<file path="src/rtl/seg_scan_ctrl_pkg.sv">
// Shared types and helpers for the multiplexed 7-segment scan controller.
package seg_pkg;

   typedef enum logic [0:0] {
      SHOW_TIME = 1'b0,
      SHOW_OVR  = 1'b1
   } scan_state_e;

   localparam logic [3:0] BCD_MAX = 4'd9;

   // Width of a counter/index covering 0..n-1, never narrower than one bit.
   function automatic int unsigned idx_width(input int unsigned n);
      return (n <= 2) ? 1 : $clog2(n);
   endfunction

endpackage

</file>
<file path="src/rtl/seg_scan_ctrl_if.sv">
// Override requester handshake: level request with nibble payload, grant and done pulse back.
interface seg_scan_ctrl_if #(
   parameter int DIGITS = 6
);
   logic                  ovr_req;
   logic [4*DIGITS-1:0]   ovr_data;
   logic                  ovr_gnt;
   logic                  ovr_done;

   modport master (
      output ovr_req,
      output ovr_data,
      input  ovr_gnt,
      input  ovr_done
   );

   modport slave (
      input  ovr_req,
      input  ovr_data,
      output ovr_gnt,
      output ovr_done
   );
endinterface

</file>
<file path="src/rtl/seg_scan_timebase.sv">
// Slot prescaler and digit index for the display scan; flags slot ticks and frame boundaries.
module seg_scan_timebase
   import seg_pkg::*;
#(
   parameter int DIGITS   = 6,
   parameter int SCAN_DIV = 1024
) (
   input  logic                          clock,
   input  logic                          reset,
   output logic [idx_width(DIGITS)-1:0]  index,
   output logic [idx_width(DIGITS)-1:0]  index_next,
   output logic                          slot_tick,
   output logic                          frame_boundary
);
   localparam int IW = idx_width(DIGITS);
   localparam int PW = idx_width(SCAN_DIV);
   localparam logic [PW-1:0] PS_LAST  = PW'(SCAN_DIV - 1);
   localparam logic [IW-1:0] IDX_LAST = IW'(DIGITS - 1);

   logic [PW-1:0] prescaler_reg;
   logic [IW-1:0] index_reg;

   assign slot_tick      = (prescaler_reg == PS_LAST);
   assign frame_boundary = slot_tick && (index_reg == IDX_LAST);
   assign index          = index_reg;

   always_comb begin
      index_next = index_reg;
      if (slot_tick) begin
         index_next = (index_reg == IDX_LAST) ? '0 : index_reg + IW'(1);
      end
   end

   // Index resets to the last digit so the first slot tick opens a fresh frame.
   always_ff @(posedge clock or negedge reset) begin
      if (!reset) begin
         prescaler_reg <= '0;
         index_reg     <= IDX_LAST;
      end else begin
         prescaler_reg <= slot_tick ? '0 : prescaler_reg + PW'(1);
         index_reg     <= index_next;
      end
   end

endmodule

</file>
<file path="src/rtl/seg_scan_ctrl.sv">
// Display scan scheduler: arbitrates time vs. override ownership per frame and drives the
// registered nibble/select pair with blink and decimal-point masking.
module seg_scan_ctrl
   import seg_pkg::*;
#(
   parameter int DIGITS       = 6,
   parameter int SCAN_DIV     = 1024,
   parameter int BLINK_FRAMES = 64,
   parameter int HOLD_FRAMES  = 128
) (
   input  logic                          clock,
   input  logic                          reset,
   input  logic [4*DIGITS-1:0]           time_bcd,
   input  logic [DIGITS-1:0]             blink_mask,
   input  logic [DIGITS-1:0]             dp_mask,
   seg_scan_ctrl_if.slave                ovr,
   output logic [idx_width(DIGITS)-1:0]  digit_sel,
   output logic [3:0]                    digit_val,
   output logic                          blank,
   output logic                          dp,
   output logic                          frame_tick
);
   localparam int IW = idx_width(DIGITS);
   localparam int BW = idx_width(BLINK_FRAMES);
   localparam int HW = idx_width(HOLD_FRAMES);
   localparam logic [BW-1:0] BLINK_LAST = BW'(BLINK_FRAMES - 1);
   localparam logic [HW-1:0] HOLD_LAST  = HW'(HOLD_FRAMES - 1);

   logic [IW-1:0]       index, index_next;
   logic                slot_tick, frame_boundary;

   scan_state_e         state_reg, state_next;
   logic                armed_reg, armed_next;
   logic [4*DIGITS-1:0] time_shadow_reg, time_shadow_next;
   logic [4*DIGITS-1:0] ovr_shadow_reg, ovr_shadow_next;
   logic [BW-1:0]       blink_cnt_reg, blink_cnt_next;
   logic                blink_phase_reg, blink_phase_next;
   logic                frame_seen_reg, frame_seen_next;
   logic [HW-1:0]       hold_cnt_reg, hold_cnt_next;
   logic                ovr_done_next;
   logic                ovr_gnt_reg, ovr_done_reg, frame_tick_reg;
   logic [3:0]          digit_val_reg, digit_val_next;
   logic                blank_reg, blank_next;
   logic                dp_reg, dp_next;

   logic [3:0]          time_nib [DIGITS];
   logic [3:0]          ovr_nib  [DIGITS];
   logic [3:0]          cur_time_nib, cur_ovr_nib;

   seg_scan_timebase #(
      .DIGITS   (DIGITS),
      .SCAN_DIV (SCAN_DIV)
   ) u_timebase (
      .clock          (clock),
      .reset          (reset),
      .index          (index),
      .index_next     (index_next),
      .slot_tick      (slot_tick),
      .frame_boundary (frame_boundary)
   );

   // Outputs are built from the post-edge shadows so the new digit lands with its new index.
   for (genvar gi = 0; gi < DIGITS; gi++) begin : g_nib
      assign time_nib[gi] = time_shadow_next[4*gi +: 4];
      assign ovr_nib[gi]  = ovr_shadow_next[4*gi +: 4];
   end

   assign cur_time_nib = time_nib[index_next];
   assign cur_ovr_nib  = ovr_nib[index_next];

   always_comb begin
      state_next       = state_reg;
      armed_next       = armed_reg | ~ovr.ovr_req;
      time_shadow_next = time_shadow_reg;
      ovr_shadow_next  = ovr_shadow_reg;
      blink_cnt_next   = blink_cnt_reg;
      blink_phase_next = blink_phase_reg;
      frame_seen_next  = frame_seen_reg;
      hold_cnt_next    = hold_cnt_reg;
      ovr_done_next    = 1'b0;

      if (frame_boundary) begin
         time_shadow_next = time_bcd;
         frame_seen_next  = 1'b1;
         // The first boundary after reset closes a partial frame, so it is not counted.
         if (frame_seen_reg) begin
            if (blink_cnt_reg == BLINK_LAST) begin
               blink_cnt_next   = '0;
               blink_phase_next = ~blink_phase_reg;
            end else begin
               blink_cnt_next = blink_cnt_reg + BW'(1);
            end
         end

         case (state_reg)
            SHOW_TIME: begin
               if (ovr.ovr_req && armed_reg) begin
                  state_next      = SHOW_OVR;
                  ovr_shadow_next = ovr.ovr_data;
                  hold_cnt_next   = '0;
                  armed_next      = 1'b0;
               end
            end
            SHOW_OVR: begin
               if (hold_cnt_reg == HOLD_LAST) begin
                  state_next    = SHOW_TIME;
                  ovr_done_next = 1'b1;
               end else begin
                  hold_cnt_next = hold_cnt_reg + HW'(1);
               end
            end
            default: state_next = SHOW_TIME;
         endcase
      end
   end

   always_comb begin
      digit_val_next = digit_val_reg;
      blank_next     = blank_reg;
      dp_next        = dp_reg;
      if (slot_tick) begin
         if (state_next == SHOW_OVR) begin
            digit_val_next = cur_ovr_nib;
            blank_next     = 1'b0;
         end else if (cur_time_nib > BCD_MAX) begin
            digit_val_next = 4'd0;
            blank_next     = 1'b1;
         end else begin
            digit_val_next = cur_time_nib;
            blank_next     = blink_phase_next & blink_mask[index_next];
         end
         dp_next = dp_mask[index_next] & ~blank_next;
      end
   end

   always_ff @(posedge clock or negedge reset) begin
      if (!reset) begin
         state_reg       <= SHOW_TIME;
         armed_reg       <= 1'b1;
         time_shadow_reg <= '0;
         ovr_shadow_reg  <= '0;
         blink_cnt_reg   <= '0;
         blink_phase_reg <= 1'b0;
         frame_seen_reg  <= 1'b0;
         hold_cnt_reg    <= '0;
         ovr_gnt_reg     <= 1'b0;
         ovr_done_reg    <= 1'b0;
         frame_tick_reg  <= 1'b0;
         digit_val_reg   <= 4'd0;
         blank_reg       <= 1'b1;
         dp_reg          <= 1'b0;
      end else begin
         state_reg       <= state_next;
         armed_reg       <= armed_next;
         time_shadow_reg <= time_shadow_next;
         ovr_shadow_reg  <= ovr_shadow_next;
         blink_cnt_reg   <= blink_cnt_next;
         blink_phase_reg <= blink_phase_next;
         frame_seen_reg  <= frame_seen_next;
         hold_cnt_reg    <= hold_cnt_next;
         ovr_gnt_reg     <= (state_next == SHOW_OVR);
         ovr_done_reg    <= ovr_done_next;
         frame_tick_reg  <= frame_boundary;
         digit_val_reg   <= digit_val_next;
         blank_reg       <= blank_next;
         dp_reg          <= dp_next;
      end
   end

   assign digit_sel    = index;
   assign digit_val    = digit_val_reg;
   assign blank        = blank_reg;
   assign dp           = dp_reg;
   assign frame_tick   = frame_tick_reg;
   assign ovr.ovr_gnt  = ovr_gnt_reg;
   assign ovr.ovr_done = ovr_done_reg;

endmodule

</file>
<file path="src/flat_wrapper.sv">
// flat-port wrapper written by rule: the top's interface ports become plain ports
module seg_scan_ctrl_flat import seg_pkg::*;
#(
   parameter int DIGITS       = 6,
   parameter int SCAN_DIV     = 1024,
   parameter int BLINK_FRAMES = 64,
   parameter int HOLD_FRAMES  = 128
)
  (clock, reset, time_bcd, blink_mask, dp_mask, digit_sel, digit_val, blank, dp, frame_tick, ovr_ovr_req, ovr_ovr_data, ovr_ovr_gnt, ovr_ovr_done);
  seg_scan_ctrl_if #(.DIGITS(DIGITS)) ovr_i ();
  input  logic clock;
  input  logic reset;
  input  logic [4*DIGITS-1:0] time_bcd;
  input  logic [DIGITS-1:0] blink_mask;
  input  logic [DIGITS-1:0] dp_mask;
  output logic [idx_width(DIGITS)-1:0] digit_sel;
  output logic [3:0] digit_val;
  output logic blank;
  output logic dp;
  output logic frame_tick;
  input wire logic [$bits(ovr_i.ovr_req)-1:0] ovr_ovr_req;
  input wire logic [$bits(ovr_i.ovr_data)-1:0] ovr_ovr_data;
  output wire logic [$bits(ovr_i.ovr_gnt)-1:0] ovr_ovr_gnt;
  output wire logic [$bits(ovr_i.ovr_done)-1:0] ovr_ovr_done;
  assign ovr_i.ovr_req = ovr_ovr_req;
  assign ovr_i.ovr_data = ovr_ovr_data;
  assign ovr_ovr_gnt = ovr_i.ovr_gnt;
  assign ovr_ovr_done = ovr_i.ovr_done;
  seg_scan_ctrl #(.DIGITS(DIGITS), .SCAN_DIV(SCAN_DIV), .BLINK_FRAMES(BLINK_FRAMES), .HOLD_FRAMES(HOLD_FRAMES)) u_core (.clock(clock), .reset(reset), .time_bcd(time_bcd), .blink_mask(blink_mask), .dp_mask(dp_mask), .ovr(ovr_i), .digit_sel(digit_sel), .digit_val(digit_val), .blank(blank), .dp(dp), .frame_tick(frame_tick));
endmodule
</file>
<file path="config.mk">
export PLATFORM = sky130hd
export DESIGN_NAME = seg_scan_ctrl_flat
export DESIGN_NICKNAME = d
export VERILOG_FILES = /design/src/rtl/seg_scan_ctrl_pkg.sv /design/src/rtl/seg_scan_ctrl_if.sv /design/src/rtl/seg_scan_timebase.sv /design/src/rtl/seg_scan_ctrl.sv /design/src/flat_wrapper.sv
export SDC_FILE = /design/constraint.sdc
export NUM_CORES = 1
export LEC_CHECK = 0
export CAP_MARGIN = 0
export CORE_MARGIN = 10
export CORE_UTILIZATION = 58
export DETAILED_ROUTE_END_ITERATION = 16
export HOLD_SLACK_MARGIN = 0.05
export PLACE_DENSITY = 0.86
export REMOVE_ABC_BUFFERS = 1
export SETUP_SLACK_MARGIN = 0.2
export SYNTH_ARGS = -nofsm -noshare
export SYNTH_HDL_FRONTEND = slang
export SYNTH_SLANG_ARGS = --single-unit
</file>
<file path="constraint.sdc">
create_clock -name clock -period 7.23 [get_ports clock]
set_input_delay 0.723 -clock clock [delete_from_list [all_inputs] [get_ports clock]]
set_output_delay 0.723 -clock clock [all_outputs]
set_load 0.01 [all_outputs]
</file>
==> flow_metrics.tcl <==
set metrics [dict create \
    finalCritPeriodShare 0.532 \
    ir_drop_v 0.0000913 \
    cts_made_buffers 9 \
    max_stage_delay_ps 960 \
    track_usage 0.182 \
    slew_violations 0 \
    ant_nets 0 \
    p_per_area_mw_per_mm2 154 \
    synth_mux_area_frac 0.163 \
    outcome "finished, final reports clean" \
    synth_edf_count 0 \
    nFillCells 562 \
    core_mm2 0.00773 \
    synth_top_area_share 0.446 \
    yosys.area_share.simple 0.175 \
    syn_to_final_growth_pct 20.7 \
    synth.area.top_cells "dfrtp_1 (45%), mux2_2 (9.8%), mux2i_1 (6.5%)" \
    holdCritPathClass "reg2reg" \
    synth_top_cell_by_area "dfrtp_1" \
    power_switching_mw 0.211 \
    post_cts_buffers 0 \
    clockBufferDepth 2 \
    cp-start-kind "flop" \
    nNetsFinal 569 \
    cpMaxStageDelayCell "nor4_4" \
    cts_hold_buf 0 \
    max-slew-margin-rel 0.255 \
    critPathCaptureType "flop" \
    initial_core_util 0.596 \
    diodes 0 \
    max_freq_mhz 260 \
    clock_sinks 86 \
    clk_latency_ps 370 \
    gr-total-overflow 0 \
    netlist_instances 439 \
    finalCriticalPeriod_ps 3850 \
    yosysSeqAreaShare 0.469 \
    drcViolationCount 0 \
    synth_top_family_by_area "simple AND/OR/NAND/NOR gates" \
    drive_gt1_frac 0.159 \
    drv_cap 0 \
    hold_viol_final 0 \
    synth_compound_area_frac 0.109 \
    yosysWarnings 0 \
    mappedNetlistArea_mm2 0.00460 \
    cts_tree "yes" \
    crit_arrival_ps 4110 \
    final_common_cell "dfrtp_1" \
    drt_iter0_markers 200 \
    vias_per_cell 5.80 \
    avgSynthCellArea_um2 10.5 \
    synth_xor_area_frac 0.0340 \
    dp_hpwl_um 7780 \
    antenna_found_initial 0 \
    combPwrFrac 0.055 \
    grt_pass1_vias 3514 \
    synth_flop_cell "dfrtp_1" \
    cpMostUsedCell "and4_1" \
    seqPwrFrac 0.562 \
    crit_type "reg2reg" \
    cts_resized 0 \
    portBuffers 74 \
    layout_common_cells "dfrtp_1 (82), clkdlybuf4s50_1 (73), nand2_1 (64)" \
    fin_skew_ps 10.8 \
    synth_cell_types 61 \
    vias 3541 \
    pwr-share-clk 0.383 \
    dr.pass1.iters 5 \
    grt_max_degree 87 \
    synthArstFlopShare 1.00 \
    p_int_mw 0.645 \
    cp_top_family "simple AND/OR/NAND/NOR gates" \
    num_rows 32 \
    critical_path.max_fanout 34 \
    setup_tns_ps 0 \
    reg2reg_slack_ps 3380 \
    htreeDepth 3 \
    die_h_um 109 \
    cts_root_buffer "clkbuf_8" \
    grt_first_pass_wirelength_um 17400 \
    clk_pin_slew_ps 90 \
    setup_viol 0 \
    ys_ff_latch 86 \
    ios 75 \
    drt-total-wl_um 10600 \
    total_power_mw 0.856 \
    cp.required_ps 7490 \
    drt-wirelength-per-cell_um 17.4 \
    leakagePower_nw 2.54 \
    critPathBufInv 1 \
    dieArea_mm2 0.0119 \
    worst_slew_pin_slew_ps 1110 \
    yosys.area_share.adder 0.0125 \
    crit_chain "nand3_1, nor4_4, buf_4, and4_1, and4_1, xor2_1, nor4b_2, a31oi_1, a22o_1" \
    dieWidth_um 109 \
    rsz0062_at_grt "false" \
    swShare 0.247 \
    finalWeightedCongestion 0.852 \
]
## cell families after synthesis
logic type | count (synthesis)
AO/OA/AOI/OAI | 72
XOR/XNOR | 17
adder cells (fa/ha/maj) | 5
buffers and inverters | 33
flip-flops | 86
multiplexers | 70
AND/OR/NAND/NOR | 156
## power by group through the flow
| stage | clock, mW | combinational [mW] | sequential [mW] |
|---|---|---|---|
| after floorplan | 0 | 0.00320 | 0.490 |
| after global placement | 0 | 0.0475 | 0.490 |
| after detailed placement | 0 | 0.0482 | 0.490 |
| after CTS | 0.332 | 0.0484 | 0.481 |
| after global routing | 0.354 | 0.0518 | 0.481 |
| final | 0.328 | 0.0474 | 0.481 |
## area by class of cell
cell class	instances	area, µm²	area share
Sequential cell	86	2160	0.388
Tap cell	102	128	0.0230
Timing Repair Buffer	78	768	0.138
Multi-Input combinational cell	320	2280	0.411
Inverter	8	30.0	0.00541
Clock buffer	9	124	0.0223
Clock inverter	7	65.1	0.0117
## stage by stage
stage                     cells  cell area [µm²]  setup WS [ps]  utilization  hold WS [ps]
after floorplan             414             4460           3380            -           427
after detailed placement    594             5370           3360        0.694           466
after global routing        610             5560           3060        0.719           493
after global placement      594             5370           3520        0.694           444
final                       610             5560           3380        0.719           486
after CTS                   610             5560           3350        0.719           485
## synthesized netlist by cell type (3+ instances only)
| cell | n |
|---|---|
| dfstp_2 | 4 |
| and3_1 | 7 |
| nand2b_1 | 5 |
| dfrtp_1 | 82 |
| nor3_1 | 5 |
| xor2_1 | 10 |
| mux2_2 | 40 |
| or2_2 | 3 |
| ha_1 | 3 |
| nand3_1 | 19 |
| nor2b_1 | 8 |
| a22o_1 | 4 |
| inv_1 | 7 |
| nand4_1 | 8 |
| o21a_1 | 3 |
| a31oi_1 | 9 |
| mux2i_1 | 30 |
| clkbuf_1 | 11 |
| o21ai_0 | 16 |
| a21oi_1 | 16 |
| o211ai_1 | 4 |
| xnor2_1 | 6 |
| buf_2 | 9 |
| nor2_1 | 20 |
| and4_1 | 3 |
| nand2_1 | 64 |
## worst reg2reg max path, cell delays in order (launching register included)
cell and delay [ps]:
dfstp_2 930, nand3_1 290, nor4_4 960, buf_4 360
and4_1 250, and4_1 250, xor2_1 180, nor4b_2 210
a31oi_1 90, a22o_1 220
## routing by layer
| layer | track usage | vias to the layer above | part of all wire |
|---|---|---|---|
| met5 | 0 | - | 0 |
| met4 | 0.0640 | 0 | 0.015 |
| met3 | 0.0448 | 15 | 0.064 |
| met2 | 0.294 | 115 | 0.50 |
| met1 | 0.233 | 1718 | 0.42 |
| li1 | - | 1693 | - |
## worst paths after layout
kind,startpoint,to,cells past startpoint
hold reg to reg,u_core.blink_phase_reg$_DFF_PN0_,u_core.blink_phase_reg$_DFF_PN0_,1
setup / recovery,u_core.u_timebase.index[0]$_DFF_PN1_,u_core.dp$_DFFE_PN0N_,9
min in group asynchronous,reset,u_core.ovr_shadow_reg[9]$_DFF_PN0_,1
hold / removal,u_core.blink_phase_reg$_DFF_PN0_,u_core.blink_phase_reg$_DFF_PN0_,1
max in group asynchronous,reset,u_core.time_shadow_reg[6]$_DFF_PN0_,1
setup reg to reg,u_core.u_timebase.index[0]$_DFF_PN1_,u_core.dp$_DFFE_PN0N_,9
(Power assumes the default switching activity.)
